<file path="src/rtl/serial_tx_framer_if.sv">
// serial_tx_framer_if
//   Word handshake between a packet source and serial_tx_framer.
//   Signals:
//     in_valid  source has a word on data_in
//     in_ready  framer can accept a word (framer idle)
//     data_in   DATA_W-bit word, sampled by the framer on the accept edge
//   Modports:
//     master  packet source side
//     slave   framer side
interface serial_tx_framer_if #(
  parameter int DATA_W = 7
);
  logic              in_valid;
  logic              in_ready;
  logic [DATA_W-1:0] data_in;

  modport master (output in_valid, output data_in, input in_ready);
  modport slave  (input in_valid, input data_in, output in_ready);
endinterface

</file>
<file path="src/rtl/serial_tx_framer.sv">
// serial_tx_framer
//   Serial frame transmitter. Takes a parallel word over a valid/ready
//   handshake and sends it LSB-first as: start bit (0), DATA_W data bits,
//   optional even/odd parity bit, STOP_BITS stop bits (1). Each bit is held
//   on the line for CLKS_PER_BIT clocks. The idle line level is 1.
//   Parameters:
//     DATA_W        data bits per frame, 5..9
//     PARITY_MODE   0 = none, 1 = even, 2 = odd
//     STOP_BITS     1 or 2
//     CLKS_PER_BIT  clocks per bit-time, >= 1
//   Ports:
//     clk         clock, all logic on the rising edge
//     rstn        synchronous active-low reset
//     bus         slave side of the word handshake (in_valid/in_ready/data_in)
//     serial_out  registered serial line
//     busy        high while a frame is in flight
//     frame_done  one-cycle pulse when the last stop bit completes
module serial_tx_framer #(
  parameter int DATA_W       = 7,
  parameter int PARITY_MODE  = 1,
  parameter int STOP_BITS    = 1,
  parameter int CLKS_PER_BIT = 1
) (
  input  logic              clk,
  input  logic              rstn,
  serial_tx_framer_if.slave bus,
  output logic              serial_out,
  output logic              busy,
  output logic              frame_done
);

  // A one-clock bit-time still needs a 1-bit counter so the wrap compare
  // stays well formed.
  localparam int CNT_W = (CLKS_PER_BIT > 1) ? $clog2(CLKS_PER_BIT) : 1;
  // DATA_W >= 5 gives at least 3 bits, which also covers the stop-bit count.
  localparam int BIT_W = $clog2(DATA_W);

  localparam logic [CNT_W-1:0] LAST_CLK  = CNT_W'(CLKS_PER_BIT - 1);
  localparam logic [BIT_W-1:0] LAST_DATA = BIT_W'(DATA_W - 1);
  localparam logic [BIT_W-1:0] LAST_STOP = BIT_W'(STOP_BITS - 1);
  localparam bit               HAS_PAR   = (PARITY_MODE != 0);

  localparam logic [2:0] S_IDLE   = 3'd0;
  localparam logic [2:0] S_START  = 3'd1;
  localparam logic [2:0] S_DATA   = 3'd2;
  localparam logic [2:0] S_PARITY = 3'd3;
  localparam logic [2:0] S_STOP   = 3'd4;

  generate
    if (DATA_W < 5 || DATA_W > 9 || PARITY_MODE < 0 || PARITY_MODE > 2 ||
        (STOP_BITS != 1 && STOP_BITS != 2) || CLKS_PER_BIT < 1) begin : g_bad_params
      $error("serial_tx_framer: unsupported parameter combination");
    end
  endgenerate

  logic [2:0]        state;
  logic [CNT_W-1:0]  clk_cnt;
  logic [BIT_W-1:0]  bit_cnt;
  logic [DATA_W-1:0] shift_reg;
  logic              parity_bit;
  logic              bit_end;
  logic              word_parity;

  // in_ready is purely a function of state so a continuously presented word
  // is taken on the very first idle edge.
  assign bus.in_ready = (state == S_IDLE);
  assign busy         = (state != S_IDLE);
  assign bit_end      = (clk_cnt == LAST_CLK);
  assign word_parity  = (PARITY_MODE == 2) ? ~(^bus.data_in) : ^bus.data_in;

  // Frame sequencer. serial_out is updated on the same edge that enters a
  // new bit so the line is always a clean register output. The shift
  // register exposes the current data bit at [0]; [1] is the next one.
  // bit_cnt is reused to count stop bits.
  always_ff @(posedge clk) begin
    if (!rstn) begin
      state      <= S_IDLE;
      clk_cnt    <= '0;
      bit_cnt    <= '0;
      shift_reg  <= '0;
      parity_bit <= 1'b0;
      serial_out <= 1'b1;
      frame_done <= 1'b0;
    end else begin
      frame_done <= 1'b0;
      if (state != S_IDLE) begin
        clk_cnt <= bit_end ? '0 : clk_cnt + 1'b1;
      end
      case (state)
        S_IDLE: begin
          if (bus.in_valid) begin
            shift_reg  <= bus.data_in;
            parity_bit <= word_parity;
            state      <= S_START;
            serial_out <= 1'b0;
            clk_cnt    <= '0;
            bit_cnt    <= '0;
          end
        end
        S_START: begin
          if (bit_end) begin
            state      <= S_DATA;
            serial_out <= shift_reg[0];
            bit_cnt    <= '0;
          end
        end
        S_DATA: begin
          if (bit_end) begin
            if (bit_cnt == LAST_DATA) begin
              bit_cnt <= '0;
              if (HAS_PAR) begin
                state      <= S_PARITY;
                serial_out <= parity_bit;
              end else begin
                state      <= S_STOP;
                serial_out <= 1'b1;
              end
            end else begin
              bit_cnt    <= bit_cnt + 1'b1;
              shift_reg  <= shift_reg >> 1;
              serial_out <= shift_reg[1];
            end
          end
        end
        S_PARITY: begin
          if (bit_end) begin
            state      <= S_STOP;
            serial_out <= 1'b1;
            bit_cnt    <= '0;
          end
        end
        S_STOP: begin
          if (bit_end) begin
            if (bit_cnt == LAST_STOP) begin
              state      <= S_IDLE;
              frame_done <= 1'b1;
              bit_cnt    <= '0;
            end else begin
              bit_cnt <= bit_cnt + 1'b1;
            end
          end
        end
        default: begin
          state      <= S_IDLE;
          serial_out <= 1'b1;
        end
      endcase
    end
  end

endmodule

</file>
<file path="src/flat_wrapper.sv">
// flat-port wrapper written by rule: the top's interface ports become plain ports
module serial_tx_framer_flat 
#(
  parameter int DATA_W       = 7,
  parameter int PARITY_MODE  = 1,
  parameter int STOP_BITS    = 1,
  parameter int CLKS_PER_BIT = 1
)
  (clk, rstn, serial_out, busy, frame_done, bus_in_valid, bus_data_in, bus_in_ready);
  serial_tx_framer_if #(.DATA_W(DATA_W)) bus_i ();
  input  logic clk;
  input  logic rstn;
  output logic serial_out;
  output logic busy;
  output logic frame_done;
  input wire logic [$bits(bus_i.in_valid)-1:0] bus_in_valid;
  input wire logic [$bits(bus_i.data_in)-1:0] bus_data_in;
  output wire logic [$bits(bus_i.in_ready)-1:0] bus_in_ready;
  assign bus_i.in_valid = bus_in_valid;
  assign bus_i.data_in = bus_data_in;
  assign bus_in_ready = bus_i.in_ready;
  serial_tx_framer #(.DATA_W(DATA_W), .PARITY_MODE(PARITY_MODE), .STOP_BITS(STOP_BITS), .CLKS_PER_BIT(CLKS_PER_BIT)) u_core (.clk(clk), .rstn(rstn), .bus(bus_i), .serial_out(serial_out), .busy(busy), .frame_done(frame_done));
endmodule
</file>
<file path="config.mk">
export PLATFORM = sky130hd
export DESIGN_NAME = serial_tx_framer_flat
export DESIGN_NICKNAME = d
export VERILOG_FILES = /design/src/rtl/serial_tx_framer_if.sv /design/src/rtl/serial_tx_framer.sv /design/src/flat_wrapper.sv
export SDC_FILE = /design/constraint.sdc
export NUM_CORES = 1
export LEC_CHECK = 0
export CAP_MARGIN = 20
export CORE_UTILIZATION = 45
export DETAILED_ROUTE_END_ITERATION = 12
export DONT_BUFFER_PORTS = 1
export PLACE_DENSITY = 0.64
export SETUP_SLACK_MARGIN = 0.2
export SLEW_MARGIN = 0
export SYNTH_ARGS = -nofsm -noshare
export SYNTH_HDL_FRONTEND = slang
export SYNTH_SLANG_ARGS = --single-unit
</file>
<file path="constraint.sdc">
create_clock -name clk -period 2 [get_ports clk]
set_input_delay 0.2 -clock clk [delete_from_list [all_inputs] [get_ports clk]]
set_output_delay 0.2 -clock clk [all_outputs]
set_load 0.02 [all_outputs]
</file>
== After elaboration in Yosys (flattened, before gate mapping) ==
Cells that the tools add are included.

* Add/subtract/negate cells: 2
* $mul: 0
* Div/mod/pow operators: 0
* Magnitude comparators: 0
* Equality and inequality tests: 14
* Shifts and indexed selects: 0
* Multiplexer cells: 30
* Bitwise logic cells: 2
* Reduce and logical (&&, ||, !) cells: 13

{| class="wikitable"
|+ Operator list
! operator !! number
|-
| $mux W3 || 13
|-
| $mux W7 || 3
|-
| $pmux W3 S5 || 1
|-
| $ne A2 B2 Y1 const B || 7
|-
| $pmux W7 S2 || 1
|-
| $pmux W3 S4 || 1
|-
| $mux W1 || 10
|-
| $reduce_and A5 Y1 || 2
|-
| $reduce_and A7 Y1 || 1
|-
| $reduce_xor A7 Y1 || 1
|-
| $eq A3 B2 Y1 const B || 2
|-
| $eq A3 B3 Y1 const B || 2
|-
| $logic_not A3 Y1 || 2
|-
| $pmux W1 S5 || 1
|-
| $ne A2 B1 Y1 const B || 2
|-
| $reduce_and A4 Y1 || 1
|-
| $reduce_bool A4 Y1 || 1
|-
| $add A3 B1 Y3 const B || 1
|-
| $eq A3 B1 Y1 const B || 1
|-
| $reduce_bool A3 Y1 || 1
|-
| $reduce_or A3 Y1 || 1
|-
| $not A1 Y1 || 2
|-
| $reduce_and A2 Y1 || 1
|-
| $reduce_bool A2 Y1 || 1
|-
| 2 further kinds || 2
|}

* Bits in registers: 17
* Bits in latches: 0
* RAM bits: 0
* Bits in read-only memories: 0
* Input port bits: 10
* Output and inout port bits: 4
* Logic and storage cells: 68
* Memories: 0

== Logic depth before layout (Yosys ltp) ==
Gate-level depths: netlist of the first run.

* Depth in word-level cells: 5
* Gate-level depth with buffers: 7
* Mapped depth without buffers: 6

== Worst setup path after synthesis of the first run ==
Ideal clock, no wire load.

* Path kind: reg2reg
* Start point: register u_core.bit_cnt[0]
* End point: register u_core.shift_reg[0]
* Library setup time: 0.140 ns
* Arrival: 1.407 ns
* Required time: 1.860 ns
* Path slack: 0.453 ns
* Cell stages (with the launch flop): 8
* Path buffers: 1
* Clock period less this slack: 1.547 ns
* Cells stage by stage: dfxtp_1 > inv_1 > ha_1 > a21bo_2 > o22ai_2 > and2_1 > buf_6 > a211oi_2

* Word-level cells in the longest chain between the ends: 3

{| class="wikitable"
|+ Ends and longest elaborated chain
! item !! line !! text
|-
| from (decl) || serial_tx_framer.sv:58 || <nowiki>logic [BIT_W-1:0] bit_cnt;</nowiki>
|-
| from (signal assigned) || serial_tx_framer.sv:119 || <nowiki>bit_cnt <= bit_cnt + 1'b1;</nowiki>
|-
| from (signal assigned) || serial_tx_framer.sv:139 || <nowiki>bit_cnt <= bit_cnt + 1'b1;</nowiki>
|-
| $eq A3 B3 Y1 || serial_tx_framer.sv:109 || <nowiki>if (bit_cnt == LAST_DATA) begin</nowiki>
|-
| $ne A2 B2 Y1 (no line) || n/a ||
|-
| $reduce_and A4 Y1 (no line) || n/a ||
|-
| to (signal assigned) || serial_tx_framer.sv:92 || <nowiki>shift_reg <= bus.data_in;</nowiki>
|-
| to (signal assigned) || serial_tx_framer.sv:120 || <nowiki>shift_reg <= shift_reg >> 1;</nowiki>
|-
| to (decl) || serial_tx_framer.sv:59 || <nowiki>logic [DATA_W-1:0] shift_reg;</nowiki>
|}

Every way passes these cells.
A chain may end at the register's enable or synchronous reset.

== Final worst setup path of the first run ==
Same ends and word-level chain as after synthesis.

==> metrics.json, run 1 <==
{
  "maxSlewHeadroom": {"value": 0.663},
  "setup_viol": {"value": 0},
  "vdd_drop_max": {"value": 0.000720, "unit": "V"},
  "root_buffer": {"value": "clkbuf_4"},
  "clkLatencyLatePin": {"value": 310, "unit": "ps"},
  "dieWidth": {"value": 51.9, "unit": "um"},
  "worst_ep_arrival_time": {"value": 1840, "unit": "ps"},
  "tritoncts.num_buffers": {"value": 3},
  "ctsLongestPathBuffers": {"value": 2},
  "pwr_density_cell": {"value": 1310, "unit": "nW/um2"},
  "largest_register_ffs": {"value": 7},
  "vias_in_the_first_global_route": {"value": 785},
  "avgRoutedWirePerCell": {"value": 14.9, "unit": "um"},
  "initial_core_util": {"value": 0.491},
  "syn_area_per_cell": {"value": 9.48, "unit": "um2"},
  "final.period_utilization": {"value": 0.834},
  "min-delay-path-class": {"value": "input port to flop"},
  "synth_edf_count": {"value": 0},
  "layout.core_utilization": {"value": 0.510},
  "synth_net_count": {"value": 131},
  "floorplan.die_area": {"value": 2690, "unit": "um2"},
  "grt_overflow": {"value": 0},
  "dp_hpwl": {"value": 1550, "unit": "um"},
  "detailedRoute.firstPassIterationCount": {"value": 4},
  "fmax": {"value": 599, "unit": "MHz"},
  "synth_area": {"value": 1120, "unit": "um2"},
  "portBuffers": {"value": 0},
  "synth_largest_area_cell": {"value": "dfxtp_1"},
  "netlist_instances": {"value": 118},
  "grt.total_usage": {"value": 0.190},
  "worstRegToRegCells": {"value": 6},
  "r2r_setup_slack": {"value": 330, "unit": "ps"},
  "postSynthRegisterBits": {"value": 17},
  "synthDistinctLibCells": {"value": 46},
  "p_leak": {"value": 0.000401, "unit": "uW"},
  "synthTopCellsByArea": {"value": "dfxtp_1, a211oi_2, mux2i_1"},
  "synth_largest_type_area_fraction": {"value": 0.304},
  "hp-start": {"value": "bus_data_in[6]"},
  "worst_clock_skew": {"value": 14.0, "unit": "ps"},
  "final_layout_size_suffix_gt1_frac": {"value": 0.229},
  "worstHoldPathCells": {"value": 2},
  "total_via_count_in_the_routed_design": {"value": 848},
  "status": {"value": "complete, no violations"},
  "route.detailed.drc": {"value": 0},
  "fin_setup_tns": {"value": 0, "unit": "ps"},
  "crit-reg2reg-launch": {"value": "u_core.bit_cnt[0]"},
  "post_drt_via_cell_ratio": {"value": 5.81},
  "clock-sinks": {"value": 17},
  "antenna-diode-count": {"value": 0},
  "crit-reg2reg-capture": {"value": "u_core.shift_reg[0]"},
  "fin_nets": {"value": 132},
  "dominantRegCellSynth": {"value": "dfxtp_1"},
  "cts_tree": {"value": "done"},
  "ioPinCount": {"value": 14},
  "grt_pass1_wl": {"value": 3670, "unit": "um"},
  "synth_top_cells_by_count": {"value": "dfxtp_1, nand2_1, a21oi_1"},
  "yosys.cell_count.top_type": {"value": "dfxtp_1"},
  "critical_path_required": {"value": 2170, "unit": "ps"},
  "drtAntennaViolNets": {"value": 0},
  "hold_violations_final": {"value": 0},
  "largest_net_degree_at_the_start_of_global_routing": {"value": 17},
  "totalWireLength": {"value": 2180, "unit": "um"},
  "antenna_found_initial": {"value": 0},
  "criticalPathCategory": {"value": "flop to flop"},
  "period_needed": {"value": 1670, "unit": "ps"},
  "syn_to_layout_area_delta": {"value": 3.80, "unit": "%"},
  "detail_route.iter0.violations": {"value": 15},
  "critical_path.startpoint_type": {"value": "flop"},
  "place.gp.congestion": {"value": 0.754},
  "synth_sequential_area_ratio": {"value": 0.304},
  "fp-row-count": {"value": 17},
  "cts.htree.levels": {"value": 1},
  "critical_path_peak_fanout": {"value": 6},
  "number_of_violations_of_the_max_capacitance_limit": {"value": 0},
  "cp-end-kind": {"value": "flop"},
  "cts.reportedPaths.clkPinSlew": {"value": 110, "unit": "ps"},
  "yosys_warnings": {"value": 0},
  "worst_pin_slew": {"value": 504, "unit": "ps"},
  "core_area": {"value": 2280, "unit": "um2"},
  "final-max-slew-violation-count": {"value": 0},
  "post_cts.repair.setup_buffers": {"value": 0},
  "share_of_flip_flops_with_an_asynchronous_set_or_reset": {"value": 0},
  "rsz0062_at_grt": {"value": "no"},
  "hold-path-endpoint": {"value": "u_core.shift_reg[6]"},
  "die_h": {"value": 51.9, "unit": "um"}
}
==> cell usage in the layout (no fill, tap or decap), drive strengths merged, types with 2 or more instances in the layout <==
cell type    instances
a21bo                2
o22ai                4
nor2                 5
o31ai                2
mux2i                6
and2                 2
inv                  6
nor4b                2
buf                  2
dlygate4sd3          2
a21oi                8
nand4                2
nor3                 3
clkbuf               4
ha                   3
dfxtp               17
nand2               10
or2                  2
nor2b                3
nand3                2
a211oi               6
nor3b                2
xnor2                6
a31o                 2
==> worst max-delay path by stage <==
stage,startpoint,to,depth (start not counted)
after floorplan,u_core.bit_cnt[0],u_core.shift_reg[0],7
final,u_core.bit_cnt[0],u_core.shift_reg[0],6
after CTS,u_core.state[0],u_core.serial_out,4
after detailed placement,u_core.state[0],u_core.serial_out,4
after global placement,u_core.state[0],u_core.serial_out,4
after global routing,u_core.bit_cnt[0],u_core.shift_reg[0],6
==> cell type report <==
type                            count  area [um2]
Inverter                            6        22.5
Multi-Input combinational cell     87         699
Tap cell                           28        35.0
Clock buffer                        4        26.3
Sequential cell                    17         343
Timing Repair Buffer                4        35.0
Fill cell                         211        1110
==> metal layers <==
metal	wire, um	vias up	GRT usage
li1	-	422	-
met1	1060	400	0.254
met4	24	0	0.0541
met3	125	5	0.0673
met5	0	-	0
met2	966	21	0.284
==> repair_timing <==
| item | 4_1_cts | 5_1_grt |
|---|---|---|
| pin swaps | 0 | 0 |
| gates resized for setup | 1 | 2 |
| hold buffers | 2 | 0 |
| hold endpoints to repair | 2 | 0 |
| setup endpoints to repair | 1 | 6 |
| gates cloned | 0 | 0 |
==> where the power goes <==
part	internal, uW	switching, uW
Combinational	345	433
Clock	77.9	119
Sequential	434	111
==> worst max-delay path: stages, from the launching register on <==
cell and delay [ps]:
dfxtp_1 360, inv_1 80, ha_1 230, a21bo_2 250, o22ai_2 140, and2_1 360
a211oi_2 130
==> cell families after synthesis <==
kind of cell,share of synthesized area
buf+inv,0.0749
simple gates,0.228
fa+ha+maj,0.0336
mux,0.0537
compound gates,0.251
flops,0.304
xor+xnor,0.0548
==> through the flow <==
step	total power (uW)	cell area [um2]	hold WS, ps	std cells	worst slack, ps
floorplan	1220	1120	277	118	453
global placement	1290	1110	279	140	313
detailed placement	1300	1110	283	140	339
CTS	1520	1160	13.5	146	281
global route	1640	1160	11.8	146	222
finish	1520	1160	19.7	146	332
Note: power is estimated with default switching activity, not from simulation.
==> inputs of run 2 (changes only) <==
==> constraint.sdc (replaced) <==
create_clock -name clk -period 1.6 [get_ports clk]
set_input_delay 0.16 -clock clk [delete_from_list [all_inputs] [get_ports clk]]
set_output_delay 0.16 -clock clk [all_outputs]
set_load 0.02 [all_outputs]
==> run 2 against run 1 <==
Against the previous run:
- the run now ends with hold timing left
- routed wire length is 17% higher
- clock power up 23%
- critical path depth down 3
- core utilization grew 10 points
- largest power group unchanged
- highest routed layer unchanged
==> metrics.json, run 2 (synthesized netlist as in run 1, its figures left out) <==
{
  "final-max-slew-violation-count": {"value": 0},
  "vias_in_the_first_global_route": {"value": 948},
  "critical_path.startpoint_type": {"value": "flop"},
  "vdd_drop_max": {"value": 0.000976, "unit": "V"},
  "pwr_density_cell": {"value": 1630, "unit": "nW/um2"},
  "maxSlewHeadroom": {"value": 0.767},
  "status": {"value": "finished with violations"},
  "rsz0062_at_grt": {"value": "yes"},
  "grt_pass1_wl": {"value": 4150, "unit": "um"},
  "detail_route.iter0.violations": {"value": 9},
  "avgRoutedWirePerCell": {"value": 15.8, "unit": "um"},
  "route.detailed.drc": {"value": 0},
  "post_drt_via_cell_ratio": {"value": 5.55},
  "fin_nets": {"value": 147},
  "clock-sinks": {"value": 17},
  "place.gp.congestion": {"value": 0.779},
  "criticalPathCategory": {"value": "flop to primary output"},
  "setup_viol": {"value": 0},
  "fmax": {"value": 677, "unit": "MHz"},
  "drtAntennaViolNets": {"value": 0},
  "worst_pin_slew": {"value": 349, "unit": "ps"},
  "fin_setup_tns": {"value": 0, "unit": "ps"},
  "fp-row-count": {"value": 17},
  "grt.total_usage": {"value": 0.214},
  "die_h": {"value": 51.9, "unit": "um"},
  "clkLatencyLatePin": {"value": 300, "unit": "ps"},
  "tritoncts.num_buffers": {"value": 3},
  "layout.core_utilization": {"value": 0.612},
  "hold_violations_final": {"value": 1},
  "number_of_violations_of_the_max_capacitance_limit": {"value": 0},
  "syn_to_layout_area_delta": {"value": 24.5, "unit": "%"},
  "timing.critical_path.max_delay_family": {"value": "flip-flops"},
  "ioPinCount": {"value": 14},
  "grt_overflow": {"value": 0},
  "holdWs": {"value": -1.21, "unit": "ps"},
  "root_buffer": {"value": "clkbuf_4"},
  "critPathSlowestCell": {"value": "dfxtp_4"},
  "antenna-diode-count": {"value": 0},
  "worst_ep_arrival_time": {"value": 1320, "unit": "ps"},
  "detailedRoute.firstPassIterationCount": {"value": 4},
  "place_inst": {"value": 146},
  "total_via_count_in_the_routed_design": {"value": 893},
  "core_area": {"value": 2280, "unit": "um2"},
  "critical_path_peak_fanout": {"value": 5},
  "final_layout_size_suffix_gt1_frac": {"value": 0.406},
  "worstPathBufferInverterCount": {"value": 2},
  "antenna_found_initial": {"value": 0},
  "p_leak": {"value": 0.000507, "unit": "uW"},
  "min-delay-path-class": {"value": "input port to flop"},
  "critPathMaxStageDelay": {"value": 380, "unit": "ps"},
  "period_needed": {"value": 1480, "unit": "ps"},
  "cts.reportedPaths.clkPinSlew": {"value": 110, "unit": "ps"},
  "final.period_utilization": {"value": 0.923},
  "cp-end-kind": {"value": "primary output"},
  "path_cells": {"value": "buf_12 > or3_4 > buf_6"},
  "dieWidth": {"value": 51.9, "unit": "um"},
  "initial_core_util": {"value": 0.491},
  "largest_register_ffs": {"value": 7},
  "largest_net_degree_at_the_start_of_global_routing": {"value": 13},
  "layoutNonFillerInstCount": {"value": 161},
  "totalWireLength": {"value": 2540, "unit": "um"},
  "cts.htree.levels": {"value": 1},
  "dp_hpwl": {"value": 1740, "unit": "um"},
  "floorplan.die_area": {"value": 2690, "unit": "um2"},
  "critical_path_required": {"value": 1440, "unit": "ps"},
  "top_library_cells_by_usage_in_the_layout_fill_and_taps_aside": {"value": "buf_4, dfxtp_1, nand2_1, a21oi_1"},
  "cts_tree": {"value": "done"},
  "violations": {"value": "hold timing"},
  "portBuffers": {"value": 0},
  "ctsLongestPathBuffers": {"value": 2},
  "worst_clock_skew": {"value": 10.1, "unit": "ps"}
}
-- run 2: final cells by class --
class / count / area (um2)
inverters: 6 / 25.0
well taps: 28 / 35.0
clock inverters: 1 / 5.00
flip-flops and latches: 17 / 358
fillers: 194 / 883
clock buffers: 3 / 22.5
multi-input cells: 87 / 757
repair buffers: 19 / 190
-- run 2: metal layers --
metal,global-route usage,wire length (um)
met1,0.233,1080
met2,0.376,1320
met3,0.0643,105
met4,0.0946,29
met5,0,0
-- run 2: what timing repair did --
action                                  CTS  global route
pin swaps                                 3             6
hold buffers                              3             1
endpoints found under the setup margin   14            15
resized for setup                         7            14
setup buffers                             2             4
endpoints found under the hold margin     6             1
gates cloned                              0             1
-- run 2: path summary, 6_finish.rpt --
check	from	to	slack, ps	cells past startpoint
setup reg to reg	u_core.bit_cnt[0]	u_core.shift_reg[3]	140	6
setup / recovery	u_core.state[1]	busy	120	3
hold / removal	rstn	u_core.bit_cnt[1]	-1	2
hold reg to reg	u_core.clk_cnt	u_core.clk_cnt	490	2
-- run 2: per-stage QoR --
stage / hold slack, ps / total power [uW] / area [um2] / setup WS (ps)
2_1_floorplan: 237 / 1570 / 1150 / 196
3_3_place_gp: 238 / 1740 / 1190 / 146
3_5_place_dp: 240 / 1780 / 1190 / 103
4_1_cts: 3.89 / 2080 / 1280 / 118
5_1_grt: -1.93 / 2430 / 1390 / 61.8
6_report: -1.21 / 2270 / 1390 / 124
-- run 2: power breakdown --
part	internal [uW]	leakage, uW	switching, uW
Sequential	552	0.000143	147
Combinational	710	0.000345	624
Clock	93.2	0.0000177	149
-- run 2: worst register-to-register path, cell delays in order (launching register included) --
cell and delay, ps:
dfxtp_2 360, inv_2 60, ha_4 160, a21bo_4 230, o22ai_4 210, and2_4 260, a211oi_2 80
